--- src/rtl/fetch_stage_pkg.sv ---
// Shared fetch-stage types: opcode constants, bubble word, FSM encoding, IF/ID record.
package fetch_stage_pkg;

    typedef logic [15:0] word_t;

    localparam logic [4:0] OP_HALT = 5'b00000;
    localparam logic [4:0] OP_NOP  = 5'b00001;

    localparam word_t NOP_INSTR_DEFAULT = {OP_NOP, 11'd0};

    typedef enum logic [1:0] {
        ST_FETCH  = 2'd0,
        ST_WAIT   = 2'd1,
        ST_HOLD   = 2'd2,
        ST_HALTED = 2'd3
    } fetchState_t;

    typedef struct packed {
        word_t instr;
        word_t nextPc;
        logic  valid;
    } ifId_t;

    function automatic logic isHalt(input logic [4:0] opcode);
        return opcode == OP_HALT;
    endfunction

endpackage

--- src/rtl/fetch_stage_if.sv ---
// Fetch-stage boundary: redirect/stall in, imem request/response, IF/ID outputs.
interface fetch_stage_if;
    import fetch_stage_pkg::*;

    logic  stall;
    logic  doBranch;
    word_t jumpPc;
    word_t imemData;
    logic  imemDone;
    logic  imemRd;
    word_t imemAddr;
    word_t instrOut;
    word_t nextPcOut;
    logic  valid;
    logic  halted;
    logic  err;

    modport master (
        input  stall, doBranch, jumpPc, imemData, imemDone,
        output imemRd, imemAddr, instrOut, nextPcOut, valid, halted, err
    );

    modport slave (
        output stall, doBranch, jumpPc, imemData, imemDone,
        input  imemRd, imemAddr, instrOut, nextPcOut, valid, halted, err
    );
endinterface

--- src/rtl/fetch_stage_cla.sv ---
// 16-bit two-level carry-lookahead adder (4-bit groups), used for the PC increment.
module cla16Bit (
    input  logic [15:0] A,
    input  logic [15:0] B,
    input  logic        Cin,
    output logic [15:0] Sum
);
    logic [15:0] g, p, c;
    logic [2:0]  gg, pp;
    logic [3:0]  gc;

    assign g = A & B;
    assign p = A ^ B;

    genvar k;
    generate
        for (k = 0; k < 4; k++) begin : grp
            if (k < 3) begin : gp
                assign gg[k] = g[4*k+3] | (p[4*k+3] & g[4*k+2])
                             | (p[4*k+3] & p[4*k+2] & g[4*k+1])
                             | (p[4*k+3] & p[4*k+2] & p[4*k+1] & g[4*k]);
                assign pp[k] = &p[4*k +: 4];
            end
            assign c[4*k]   = gc[k];
            assign c[4*k+1] = g[4*k] | (p[4*k] & gc[k]);
            assign c[4*k+2] = g[4*k+1] | (p[4*k+1] & g[4*k]) | (p[4*k+1] & p[4*k] & gc[k]);
            assign c[4*k+3] = g[4*k+2] | (p[4*k+2] & g[4*k+1]) | (p[4*k+2] & p[4*k+1] & g[4*k])
                            | (p[4*k+2] & p[4*k+1] & p[4*k] & gc[k]);
        end
    endgenerate

    // Group carries resolved in parallel from group generate/propagate.
    assign gc[0] = Cin;
    assign gc[1] = gg[0] | (pp[0] & Cin);
    assign gc[2] = gg[1] | (pp[1] & gg[0]) | (pp[1] & pp[0] & Cin);
    assign gc[3] = gg[2] | (pp[2] & gg[1]) | (pp[2] & pp[1] & gg[0]) | (pp[2] & pp[1] & pp[0] & Cin);

    assign Sum = p ^ c;
endmodule

--- src/rtl/fetch_stage.sv ---
// Instruction fetch: owns the PC, drives a variable-latency imem, loads the IF/ID register.
// Latency: IF/ID loads on the edge where imemDone is seen; zero-wait memory gives one instr per cycle.
// Backpressure: stall freezes PC and IF/ID; a word returning under stall parks in a skid register.
module fetch_stage
    import fetch_stage_pkg::*;
#(
    parameter word_t RESET_PC  = 16'h0000,
    parameter word_t NOP_INSTR = NOP_INSTR_DEFAULT
) (
    input  logic          clk,
    input  logic          rst,
    fetch_stage_if.master bus
);
    fetchState_t state, stateNext;
    word_t       pc, pcPlus2, sqAddr, skid, loadWord, imemAddr;
    logic        squash, errReg, imemRd, takeWord, loadIfId;
    ifId_t       ifId;

    cla16Bit pcAdder (.A(pc), .B(16'h0002), .Cin(1'b0), .Sum(pcPlus2));

    assign imemRd   = rst && (state == ST_FETCH || state == ST_WAIT);
    assign imemAddr = squash ? sqAddr : pc;
    assign takeWord = bus.imemDone && imemRd && !squash && !bus.doBranch;
    assign loadWord = (state == ST_HOLD) ? skid : bus.imemData;
    assign loadIfId = !bus.stall && (takeWord || state == ST_HOLD);

    always_ff @(posedge clk or negedge rst) begin
        if (!rst) state <= ST_FETCH;
        else      state <= stateNext;
    end

    always_comb begin
        stateNext = state;
        case (state)
            ST_FETCH, ST_WAIT: begin
                if (takeWord)
                    stateNext = bus.stall ? ST_HOLD
                              : (isHalt(bus.imemData[15:11]) ? ST_HALTED : ST_FETCH);
                else if (bus.imemDone)
                    stateNext = ST_FETCH;
                else
                    stateNext = ST_WAIT;
            end
            ST_HOLD:   if (!bus.stall) stateNext = isHalt(skid[15:11]) ? ST_HALTED : ST_FETCH;
            ST_HALTED: stateNext = ST_HALTED;
            default:   stateNext = ST_FETCH;
        endcase
        if (bus.doBranch) stateNext = ST_FETCH;
    end

    always_ff @(posedge clk or negedge rst) begin
        if (!rst) begin
            pc     <= RESET_PC;
            squash <= 1'b0;
            sqAddr <= '0;
            skid   <= '0;
            errReg <= 1'b0;
            ifId   <= '{instr: NOP_INSTR, nextPc: '0, valid: 1'b0};
        end else begin
            if ((bus.doBranch && bus.jumpPc[0]) || (bus.imemDone && !imemRd))
                errReg <= 1'b1;
            if (bus.doBranch) begin
                // An in-flight read keeps its address on the bus until its done is swallowed.
                pc     <= {bus.jumpPc[15:1], 1'b0};
                squash <= imemRd && !bus.imemDone;
                sqAddr <= imemAddr;
                ifId   <= '{instr: NOP_INSTR, nextPc: ifId.nextPc, valid: 1'b0};
            end else begin
                if (bus.imemDone) squash <= 1'b0;
                if (takeWord && bus.stall) skid <= bus.imemData;
                if (loadIfId) begin
                    ifId <= '{instr: loadWord, nextPc: pcPlus2, valid: 1'b1};
                    pc   <= pcPlus2;
                end else if (!bus.stall) begin
                    ifId <= '{instr: NOP_INSTR, nextPc: ifId.nextPc, valid: 1'b0};
                end
            end
        end
    end

    assign bus.imemRd    = imemRd;
    assign bus.imemAddr  = imemAddr;
    assign bus.instrOut  = ifId.instr;
    assign bus.nextPcOut = ifId.nextPc;
    assign bus.valid     = ifId.valid;
    assign bus.halted    = (state == ST_HALTED);
    assign bus.err       = errReg;
endmodule
--- src/flat_wrapper.sv ---
// flat-port wrapper written by rule: the top's interface ports become plain ports
module fetch_stage_flat import fetch_stage_pkg::*;
#(
    parameter word_t RESET_PC  = 16'h0000,
    parameter word_t NOP_INSTR = NOP_INSTR_DEFAULT
)
  (clk, rst, bus_stall, bus_doBranch, bus_jumpPc, bus_imemData, bus_imemDone, bus_imemRd, bus_imemAddr, bus_instrOut, bus_nextPcOut, bus_valid, bus_halted, bus_err);
  fetch_stage_if bus_i ();
  input  logic clk;
  input  logic rst;
  input wire logic [$bits(bus_i.stall)-1:0] bus_stall;
  input wire logic [$bits(bus_i.doBranch)-1:0] bus_doBranch;
  input wire logic [$bits(bus_i.jumpPc)-1:0] bus_jumpPc;
  input wire logic [$bits(bus_i.imemData)-1:0] bus_imemData;
  input wire logic [$bits(bus_i.imemDone)-1:0] bus_imemDone;
  output wire logic [$bits(bus_i.imemRd)-1:0] bus_imemRd;
  output wire logic [$bits(bus_i.imemAddr)-1:0] bus_imemAddr;
  output wire logic [$bits(bus_i.instrOut)-1:0] bus_instrOut;
  output wire logic [$bits(bus_i.nextPcOut)-1:0] bus_nextPcOut;
  output wire logic [$bits(bus_i.valid)-1:0] bus_valid;
  output wire logic [$bits(bus_i.halted)-1:0] bus_halted;
  output wire logic [$bits(bus_i.err)-1:0] bus_err;
  assign bus_i.stall = bus_stall;
  assign bus_i.doBranch = bus_doBranch;
  assign bus_i.jumpPc = bus_jumpPc;
  assign bus_i.imemData = bus_imemData;
  assign bus_i.imemDone = bus_imemDone;
  assign bus_imemRd = bus_i.imemRd;
  assign bus_imemAddr = bus_i.imemAddr;
  assign bus_instrOut = bus_i.instrOut;
  assign bus_nextPcOut = bus_i.nextPcOut;
  assign bus_valid = bus_i.valid;
  assign bus_halted = bus_i.halted;
  assign bus_err = bus_i.err;
  fetch_stage #(.RESET_PC(RESET_PC), .NOP_INSTR(NOP_INSTR)) u_core (.clk(clk), .rst(rst), .bus(bus_i));
endmodule
--- config.mk ---
export PLATFORM = sky130hd
export DESIGN_NAME = fetch_stage_flat
export DESIGN_NICKNAME = d
export VERILOG_FILES = /design/src/rtl/fetch_stage_pkg.sv /design/src/rtl/fetch_stage_if.sv /design/src/rtl/fetch_stage_cla.sv /design/src/rtl/fetch_stage.sv /design/src/flat_wrapper.sv
export SDC_FILE = /design/constraint.sdc
export NUM_CORES = 1
export LEC_CHECK = 0
export ABC_AREA = 0
export CAP_MARGIN = 25
export CORE_AREA = 10 10 102 171
export CTS_CLUSTER_DIAMETER = 40
export CTS_CLUSTER_SIZE = 25
export DETAILED_ROUTE_END_ITERATION = 10
export DIE_AREA = 0 0 112 181
export PLACE_DENSITY = 0.47
export SYNTH_ARGS = -nofsm -noshare
export SYNTH_HDL_FRONTEND = slang
export SYNTH_SLANG_ARGS = --single-unit
export TNS_END_PERCENT = 10
--- constraint.sdc ---
create_clock -name clk -period 1.9 [get_ports clk]
set_input_delay 0.285 -clock clk [delete_from_list [all_inputs] [get_ports clk]]
set_output_delay 0.285 -clock clk [all_outputs]
set_load 0.005 [all_outputs]
=== Yosys cells after proc, flatten, opt, wreduce, memory -nomap -nowiden ===
Index checks and enable logic that the tools add are counted.

* Word-level logic and storage cells: 85
* Output and inout port bits: 52
* Bits of input ports: 37
* Flip-flop bits (word level): 85

* Mux-type cells: 17
* Eq/ne operators: 5
* Reductions and logical operators: 27
* Bitwise operators: 27

{| class="wikitable"
|+ Operator list
! operator !! number
|-
| 33-bit 2-to-1 mux || 3
|-
| 16-bit 2-to-1 mux || 4
|-
| 1-bit AND || 24
|-
| 16-bit bitwise XOR || 1
|-
| 2-bit 2-to-1 mux || 6
|-
| 5-bit logical NOT || 2
|-
| 1-bit logical AND || 9
|-
| 4-bit AND reduction || 2
|-
| 2-bit one-hot mux with 3 select lines || 1
|-
| 1-bit logical NOT || 5
|-
| 2-bit equality test, second input constant || 2
|-
| 2-bit AND reduction || 2
|-
| 2-bit nonzero test || 2
|-
| 1-bit logical OR || 3
|-
| 1-bit 2-to-1 mux || 3
|-
| 3-bit by 1-bit != test with 1-bit output, second input constant || 1
|-
| 3-bit != test, second input constant || 1
|-
| 2-bit by 1-bit equality test with 1-bit output, second input constant || 1
|-
| 2-bit logical NOT || 1
|-
| 1-bit NOT || 2
|-
| 2-bit OR reduction || 1
|}

=== Longest topological paths before layout ===
Gate-level depths: netlist of run 1.

* Depth in word-level cells: 10
* Mapped depth: 7
* Mapped depth without buffers: 7

=== Hierarchy ===
From an unflattened synthesis of run 1, not the netlist that was laid out.

* Cell total of the unflattened synthesis: 425
* Area, all modules: 4618.2 µm²

{| class="wikitable"
|+ By module, submodules not included
! module !! cells an instance !! area each (µm²) !! instances !! sequential area each (µm²)
|-
| fetch_stage || 336 || 3908.7 || 1 || 2128.3
|-
| cla16Bit || 89 || 709.4 || 1 || 0.0
|}

=== Least setup slack after synthesis of run 1 ===
No wires, ideal clock.

* Path type: register to register
* From: register u_core.pc[5]
* To: register u_core.ifId, in the netlist u_core.bus.nextPcOut[12]
* Stages on the path, launching flop included: 7
* Clock period less this slack: 1601 ps
* Library setup time: 128 ps
* Setup slack: 299 ps
* Path buffers: 1
* Arrival: 1474 ps
* Data required time: 1772 ps
* Cell sequence: dfrtp_1 buf_2 and4_4 nand4_1 nor2_1 ha_1 mux2_1

* Longest elaborated chain between the ends: 5

{| class="wikitable"
|+ RTL lines
! item !! line !! source
|-
| start: declaration || fetch_stage.sv:15 || <nowiki>word_t pc, pcPlus2, sqAddr, skid, loadWord, imemAddr;</nowiki>
|-
| start signal: assignment || fetch_stage.sv:64 || <nowiki>pc <= {bus.jumpPc[15:1], 1'b0};</nowiki>
|-
| start signal: assignment || fetch_stage.sv:73 || <nowiki>pc <= pcPlus2;</nowiki>
|-
| 4-bit AND reduction || fetch_stage_cla.sv:22 || <nowiki>assign pp[k] = &p[4*k +: 4];</nowiki>
|-
| 1-bit AND || - ||
|-
| 1-bit AND || fetch_stage_cla.sv:36 || <nowiki>assign gc[3] = gg[2] | (pp[2] & gg[1]) | (pp[2] & pp[1] & gg[0]) | (pp[2] & pp[1] & pp[0] & Cin);</nowiki>
|-
| 16-bit bitwise XOR || fetch_stage_cla.sv:38 || <nowiki>assign Sum = p ^ c;</nowiki>
|-
| 33-bit 2-to-1 mux || fetch_stage.sv:71 || <nowiki>if (loadIfId) begin</nowiki>
|-
| end signal: assignment || fetch_stage.sv:67 || <nowiki>ifId <= '{instr: NOP_INSTR, nextPc: ifId.nextPc, valid: 1'b0};</nowiki>
|-
| end signal: assignment || fetch_stage.sv:72 || <nowiki>ifId <= '{instr: loadWord, nextPc: pcPlus2, valid: 1'b1};</nowiki>
|-
| end signal: assignment || fetch_stage.sv:75 || <nowiki>ifId <= '{instr: NOP_INSTR, nextPc: ifId.nextPc, valid: 1'b0};</nowiki>
|-
| end: declaration || fetch_stage.sv:17 || <nowiki>ifId_t ifId;</nowiki>
|}

No other way between the ends.
A chain may end at the register's enable or synchronous reset.

=== Worst setup path in the final report of run 1 ===
* From: register u_core.squash
* To: output port bus_imemAddr[12]

* Longest elaborated chain between the ends: 1

{| class="wikitable"
|+ RTL lines
! item !! line !! source
|-
| start: declaration || fetch_stage.sv:16 || <nowiki>logic squash, errReg, imemRd, takeWord, loadIfId;</nowiki>
|-
| start signal: assignment || fetch_stage.sv:65 || <nowiki>squash <= imemRd && !bus.imemDone;</nowiki>
|-
| 16-bit 2-to-1 mux || fetch_stage.sv:22 || <nowiki>assign imemAddr = squash ? sqAddr : pc;</nowiki>
|-
| end: declaration || flat_wrapper.sv:17 || <nowiki>output wire logic [$bits(bus_i.imemAddr)-1:0] bus_imemAddr;</nowiki>
|}

No other way between the ends.

==> results of run 1 <==
-- per-stage QoR --
step	area [um2]	hold slack (ps)	setup TNS, ps
floorplan	3990	-10.6	0
global placement	5340	440	-3540
detailed placement	5340	442	-4430
CTS	5590	84.0	0
global route	5600	120	-37.3
finish	5600	64.6	0
-- power groups by stage --
stage	sequential, mW	clock (mW)	combinational [mW]
after floorplan	2.26	0	0.451
after global placement	2.29	0	1.09
after detailed placement	2.30	0	1.10
after CTS	2.26	1.66	1.07
after global routing	2.30	1.74	1.15
final	2.26	1.60	1.04
-- critical path: stages (launching register included) --
cell and delay [ps]:
dfrtp_2 420, buf_12 190, mux2_2 350, dlygate4sd2_1 270
-- layer usage --
layer | track usage, % | vias up
met1 | 11.2 | 1529
met5 | 0 | -
met2 | 21.4 | 57
met4 | 4.59 | 0
li1 | - | 1498
met3 | 3.02 | 14
-- state kept, by name, indices dropped and copies added (netlist names) --
| name | count |
|---|---|
| u_core.bus.err | 1 |
| u_core.bus.instrOut | 16 |
| u_core.bus.nextPcOut | 16 |
| u_core.bus.valid | 1 |
| u_core.pc | 15 |
| u_core.skid | 16 |
| u_core.sqAddr | 16 |
| u_core.squash | 1 |
| u_core.state | 2 |
-- layout by cell type (no fill, tap or decap), types with 6 or more instances in the layout --
cell	instances
dlygate4sd2_1	13
clkbuf_16	9
and2_1	7
mux2_2	43
o21ai_1	6
mux2i_1	17
nand2_1	32
buf_4	36
clkdlybuf4s50_1	71
xnor2_1	8
dfrtp_1	82
nor2_1	14
o21ai_0	39
a21oi_1	13
-- cells by family after synthesis --
kind of cell    Yosys count  share of synthesized area [%]
fa+ha+maj                 4                           1.25
mux                      65                           17.8
flops                    84                           52.7
simple gates             84                           11.9
buf+inv                  28                           3.16
xor+xnor                 11                           2.41
compound gates           76                           10.8
-- Yosys cell counts (all sizes together) (2+ instances only) --
library cell | n | area share, %
a211o | 4 | 0.88
a21oi | 14 | 1.8
a31oi | 4 | 0.63
and2 | 7 | 1.1
and4 | 3 | 0.72
buf | 12 | 1.7
clkbuf | 10 | 0.94
dfrtp | 83 | 52
ha | 4 | 1.3
inv | 6 | 0.56
mux2 | 48 | 14
mux2i | 17 | 4.3
nand2 | 32 | 3.0
nand3 | 6 | 1.1
nand4 | 2 | 0.31
nor2 | 15 | 1.5
nor2b | 2 | 0.38
nor4b | 6 | 1.6
o21ai | 45 | 5.6
or3 | 3 | 0.47
or4 | 3 | 0.56
xnor2 | 8 | 1.8
xor2 | 3 | 0.66
-- final cells by class --
class	count	area, um2
multi-input cells	240	1770
clock buffers	12	236
repair buffers	127	1210
clock inverters	4	26.3
well taps	180	225
fillers	1427	8850
flip-flops and latches	84	2100
inverters	6	22.5
-- worst paths after layout --
path / from / slack [ps] / depth (start not counted) / end
worst max-delay path: u_core.squash$_DFFE_PN0P_ / 60 / 3 / bus_imemAddr[12]
worst min-delay path: rst / 60 / 2 / u_core.bus.instrOut[1]$_DFFE_PN0P_
worst max register to register: u_core.squash$_DFFE_PN0P_ / 200 / 5 / u_core.pc[6]$_DFFE_PN0P_
worst min register to register: u_core.bus.instrOut[11]$_DFFE_PN1P_ / 470 / 2 / u_core.bus.instrOut[11]$_DFFE_PN1P_
max in group asynchronous: rst / 1430 / 2 / u_core.squash$_DFFE_PN0P_
min in group clk: rst / 400 / 3 / u_core.bus.err$_DFFE_PN0P_
-- timing repair --
item	CTS	global route
pin swaps	0	0
resized for setup	16	4
setup endpoints to repair	16	12
hold endpoints to repair	0	0
==> metrics.md, run 1 <==
| Metric | Value |
|---|---|
| Placer congestion estimate | 0.768 |
| Post-Route M1 WL | approximately 4.3 mm |
| Post-synth EDFFs | 0 |
| Post-Syn Area | 3990 um2 |
| Sw Ratio | 26.7% |
| Initial Utilization | 27.7% |
| DRC viols | 0 |
| Die footprint | 20,300 um2 |
| Fin crit share | a little over nine tenths |
| Post-CTS setup buffer count | 0 |
| Least-Margin Pin Slew | 564 ps |
| Bufs on Longest Clock Path | 2 |
| Final Hold Fails | 0 |
| Post-synthesis cell type count | 49 |
| Top FF cell, synth | dfrtp_1 |
| Clk_skew | 9.68 ps |
| Clock share of power | ~33% |
| Status | completed |
| CTS root buf | clkbuf_16 |
| Worst-path fanout max | 18 |
| Setup ws final | 61.6 ps |
| IR drop worst, VDD | 442 uV |
| CTS tree | yes |
| Crit. End Element | primary output |
| Overflow after GRT | 0 |
| Met2 WL | 6.42 mm |
| Maximum clock rate | 544 MHz |
| Vias in the first global route | 3,332 |
| Fin. max-slew vios | 0 |
| GRT Total Usage | 11.3% |
| Num CTS Buffers | 9 |
| Net Sw Power | 1.31 mW |
| RSZ-0062 raised after global routing | yes |
| Synth Warn # | 0 |
| Routed Antenna Nets | 0 |
| Final setup violation count | 0 |
| Met3 WL post-DR | 560 um |
| Place WS | -146 ps |
| Vias per cell | 4.74 |
| Seq/Total Area, Yosys | between 50 and 60% |
| First-pass GRT wire length | 18.3 mm |
| Fin util | 38.7% |
| Diodes inserted | 0 |
| Initial antenna violation count | 0 |
| Slew headroom | 62.4% |
| # hold bufs at CTS | 0 |
| Crit Path Class | reg -> out |
| Mean Syn Cell Area | 11.3 um2 |
| Share of cells above drive strength 1 | 23.3% |
| Clock insertion delay at the later pin of the skew report | 330 ps |
| PwrDens | 876 nW/um2 |
| Vias | between 3,000 and 4,000 |
| Crit path arrival time | 1550 ps |
| Worst hold path class | in -> async |
| Chip Height | around 180 um |
| Placement row count | 58 |
| Seq cells post-synth | 84 |
| Top layer reached by signal wires | met4 |
| Cell Int Power | ~3.6 mW |
| Syn Nets | between 300 and 400 |
| Initial drt markers | 71 |
| Final Net Count | just over 500 |
| First-pass DRT Iterations | 6 |
| Post-DR wirelength/cell | 17.7 um |
| Worst endpoint required time | 1620 ps |
| Final WL | about 12 mm |
| Reg clk slew, reported paths | 60 ps |
| Area growth, synth to finish | 40.1% |
| Combinational power share | 21.3% |
| Die width | around 110 um |
| Largest net degree at the start of global routing | 43 |
| Cell Count, Final, Fillers Out | roughly 650 |
| CTS sink cnt | 84 |
| Cell count after placement | 637 |
| Synth Instances | roughly 350 |
| Core area | 14,400 um2 |
| Dpl hpwl | between 8 and 9 mm |
| Startpoint Class | flop |
| Port Buffer Count | a little under 90 |
| I/O pins | 89 |
| Max Cap Violations | 0 |
| Asr flop ratio synth | 100% |
| H-tree depth | 3 |
| Sequential share of power | 46.1% |
| Overall Power | about 4.9 mW |
| Leakage power | 2.36 nW |
| Final Critical Period | 1840 ps |
Note: power is estimated with default switching activity, not from simulation.
==> inputs of run 2 (changes only) <==
TNS_END_PERCENT = 1   (was 10)
==> results of run 2 <==
The final DEF is identical to that of run 1; final timing and power are the same.
==> inputs of run 3 (changes only) <==
SETUP_SLACK_MARGIN = 0.02   (was not set)
==> run 3 against run 2 <==
Net effect: sequential share of layout area shrank 0.60 points; combinational power grew 4%; worst hold slack gained 2.9 ps; sequential cell count is the same; via count grew 1.2%; first-iteration DRC count shrank 1.4%; core utilization grew 0.63 points; die area is the same; cell count grew 0.77%; critical path type unchanged; highest routed layer unchanged.
==> metrics.md, run 3 (synthesis results as in run 1) <==
| Metric | Value |
|---|---|
| Max Cap Violations | 0 (unchanged) |
| Initial antenna violation count | 0 (unchanged) |
| Diodes inserted | 0 (unchanged) |
| Dpl hpwl | 8.68 mm (unchanged) |
| Vias per cell | 4.76 (was 4.74) |
| Chip Height | 181 um (unchanged) |
| Leakage power | 2.39 nW (was 2.36 nW) |
| Clock insertion delay at the later pin of the skew report | 330 ps (about the same) |
| Net Sw Power | 1.32 mW (was 1.31 mW) |
| Port Buffer Count | 88 (unchanged) |
| CTS tree | yes (unchanged) |
| Sequential share of power | 45.8% (was 46.1%) |
| Least-Margin Pin Slew | 575 ps (was 564 ps) |
| Initial drt markers | 70 (was 71) |
| Overall Power | 4.94 mW (was 4.90 mW) |
| Fin util | 39.4% (was 38.7%) |
| Crit Path Class | reg -> out (unchanged) |
| Fin. max-slew vios | 0 (unchanged) |
| Commonest non-fill, non-tap cell in the layout | dfrtp_1 (unchanged) |
| Cell Count, Final, Fillers Out | 658 (was 653) |
| Final setup violation count | 0 (unchanged) |
| Die width | 112 um (unchanged) |
| Bufs on Longest Clock Path | 2 (unchanged) |
| Area growth, synth to finish | 42.4% (was 40.1%) |
| DRC viols | 0 (unchanged) |
| # hold bufs at CTS | 0 (unchanged) |
| Placement row count | 58 (unchanged) |
| Worst endpoint required time | 1620 ps (about the same) |
| Hold WS | 67.5 ps (was 64.6 ps) |
| Startpoint Class | flop (unchanged) |
| First-pass GRT wire length | 18.8 mm (was 18.3 mm) |
| Num CTS Buffers | 9 (unchanged) |
| Cell Int Power | 3.62 mW (was 3.60 mW) |
| Final WL | 12.0 mm (was 11.6 mm) |
| Routed Antenna Nets | 0 (unchanged) |
| Buffers & Inverters on Critical Path | 3 (was 2) |
| Core area | 14,400 um2 (unchanged) |
| Status | completed (unchanged) |
| Cell count after placement | 637 (unchanged) |
| CTS sink cnt | 84 (unchanged) |
| CTS root buf | clkbuf_16 (unchanged) |
| Vias in the first global route | 3,383 (was 3,332) |
| FILL cells | 1,416 (was 1,427) |
| Sw Ratio | 26.7% (about the same) |
| Worst-path fanout max | 9 (was 18) |
| Slowest stage delay, CP | 400 ps (was 420 ps) |
| Crit-path slowest cell | dfrtp_2 (unchanged) |
| Final Hold Fails | 0 (unchanged) |
| Clk_skew | 9.85 ps (was 9.68 ps) |
| PwrDens | 869 nW/um2 (was 876 nW/um2) |
| IR drop worst, VDD | 442 uV (about the same) |
| Slew headroom | 61.7% (was 62.4%) |
| Final Net Count | 514 (was 509) |
| H-tree depth | 3 (unchanged) |
| Largest net degree at the start of global routing | 43 (unchanged) |
| Commonest cells after routing, fill and taps aside | dfrtp_1 (82), clkdlybuf4s50_1 (71), mux2_2 (43) (unchanged) |
| Overflow after GRT | 0 (unchanged) |
| Fin crit share | 99.0% (was 96.8%) |
| Die footprint | 20,300 um2 (unchanged) |
| Final Critical Period | 1880 ps (was 1840 ps) |
| Vias | 3,135 (was 3,098) |
| First-pass DRT Iterations | 4 (was 6) |
| RSZ-0062 raised after global routing | yes (unchanged) |
| Share of cells above drive strength 1 | 24.1% (was 23.3%) |
| Crit path arrival time | 1600 ps (was 1550 ps) |
| Worst hold path class | in -> async (unchanged) |
| Clock share of power | 32.4% (was 32.6%) |
| Initial Utilization | 27.7% (unchanged) |
| Crit. End Element | primary output (unchanged) |
| Top Family by Delay on Critical Path | buffers and inverters (unchanged) |
| GRT Total Usage | 11.7% (was 11.3%) |
| Cell Chain, Critical Path | buf_4, buf_16, mux2_2, dlygate4sd2_1 (was buf_12, mux2_2, dlygate4sd2_1) |
| Reg clk slew, reported paths | 60 ps (about the same) |
| Post-DR wirelength/cell | 18.3 um (was 17.7 um) |
| Placer congestion estimate | 0.768 (unchanged) |
| Combinational power share | 21.8% (was 21.3%) |
| I/O pins | 89 (unchanged) |
| Maximum clock rate | 532 MHz (was 544 MHz) |
## run 3: worst paths after layout
| path | start | to | slack (ps) | cells after the start |
|---|---|---|---|---|
| min in group clk | rst | u_core.bus.err$_DFFE_PN0P_ | 400 | 3 |
| worst min register to register | u_core.bus.instrOut[11]$_DFFE_PN1P_ | u_core.bus.instrOut[11]$_DFFE_PN1P_ | 470 | 2 |
| worst max register to register | u_core.squash$_DFFE_PN0P_ | u_core.pc[6]$_DFFE_PN0P_ | 120 | 6 |
| worst min-delay path | rst | u_core.bus.instrOut[1]$_DFFE_PN0P_ | 70 | 2 |
| worst max-delay path | u_core.squash$_DFFE_PN0P_ | bus_imemAddr[15] | 20 | 4 |
| max in group asynchronous | rst | u_core.squash$_DFFE_PN0P_ | 1420 | 2 |
## run 3: routing by layer
metal / global-route usage (%) / part of all wire, % / vias to the layer above
met4: 4.43 / 2.2 / 0
met2: 22.3 / 57 / 58
li1: - / - / 1502
met3: 3.12 / 4.5 / 17
met1: 11.4 / 37 / 1558
met5: 0 / 0 / -
## run 3: layout make-up
cell class / count / area, um2 / area share (%)
clock buffer: 12 / 236 / 4.16
clock inverter: 4 / 26.3 / 0.462
inverter: 6 / 22.5 / 0.396
multi-input combinational: 240 / 1780 / 31.3
sequential: 84 / 2100 / 37.0
tap: 180 / 225 / 3.96
timing repair buffer: 132 / 1290 / 22.7
## run 3: through the flow
stage | TNS (ps) | instance area [um2] | setup WS [ps]
after detailed placement | -4430 | 5340 | -146
after CTS | 0 | 5680 | 4.34
after global placement | -3540 | 5340 | -128
after floorplan | 0 | 3990 | 299
after global routing | -263 | 5690 | -36.1
final | 0 | 5690 | 19.7
## run 3: power groups by stage
stage / Sequential, mW / Clock [mW] / Combinational [mW]
after global routing: 2.30 / 1.74 / 1.19
after detailed placement: 2.30 / 0 / 1.10
final: 2.26 / 1.60 / 1.08
after CTS: 2.26 / 1.66 / 1.11
after floorplan: 2.26 / 0 / 0.451
after global placement: 2.29 / 0 / 1.09
## run 3: timing repair
item                                    CTS  global route
gates cloned                              2             0
endpoints found under the hold margin     0             0
endpoints found under the setup margin   17            10
setup buffers                             3             0
resized for setup                        24             1
pin swaps                                 0             1
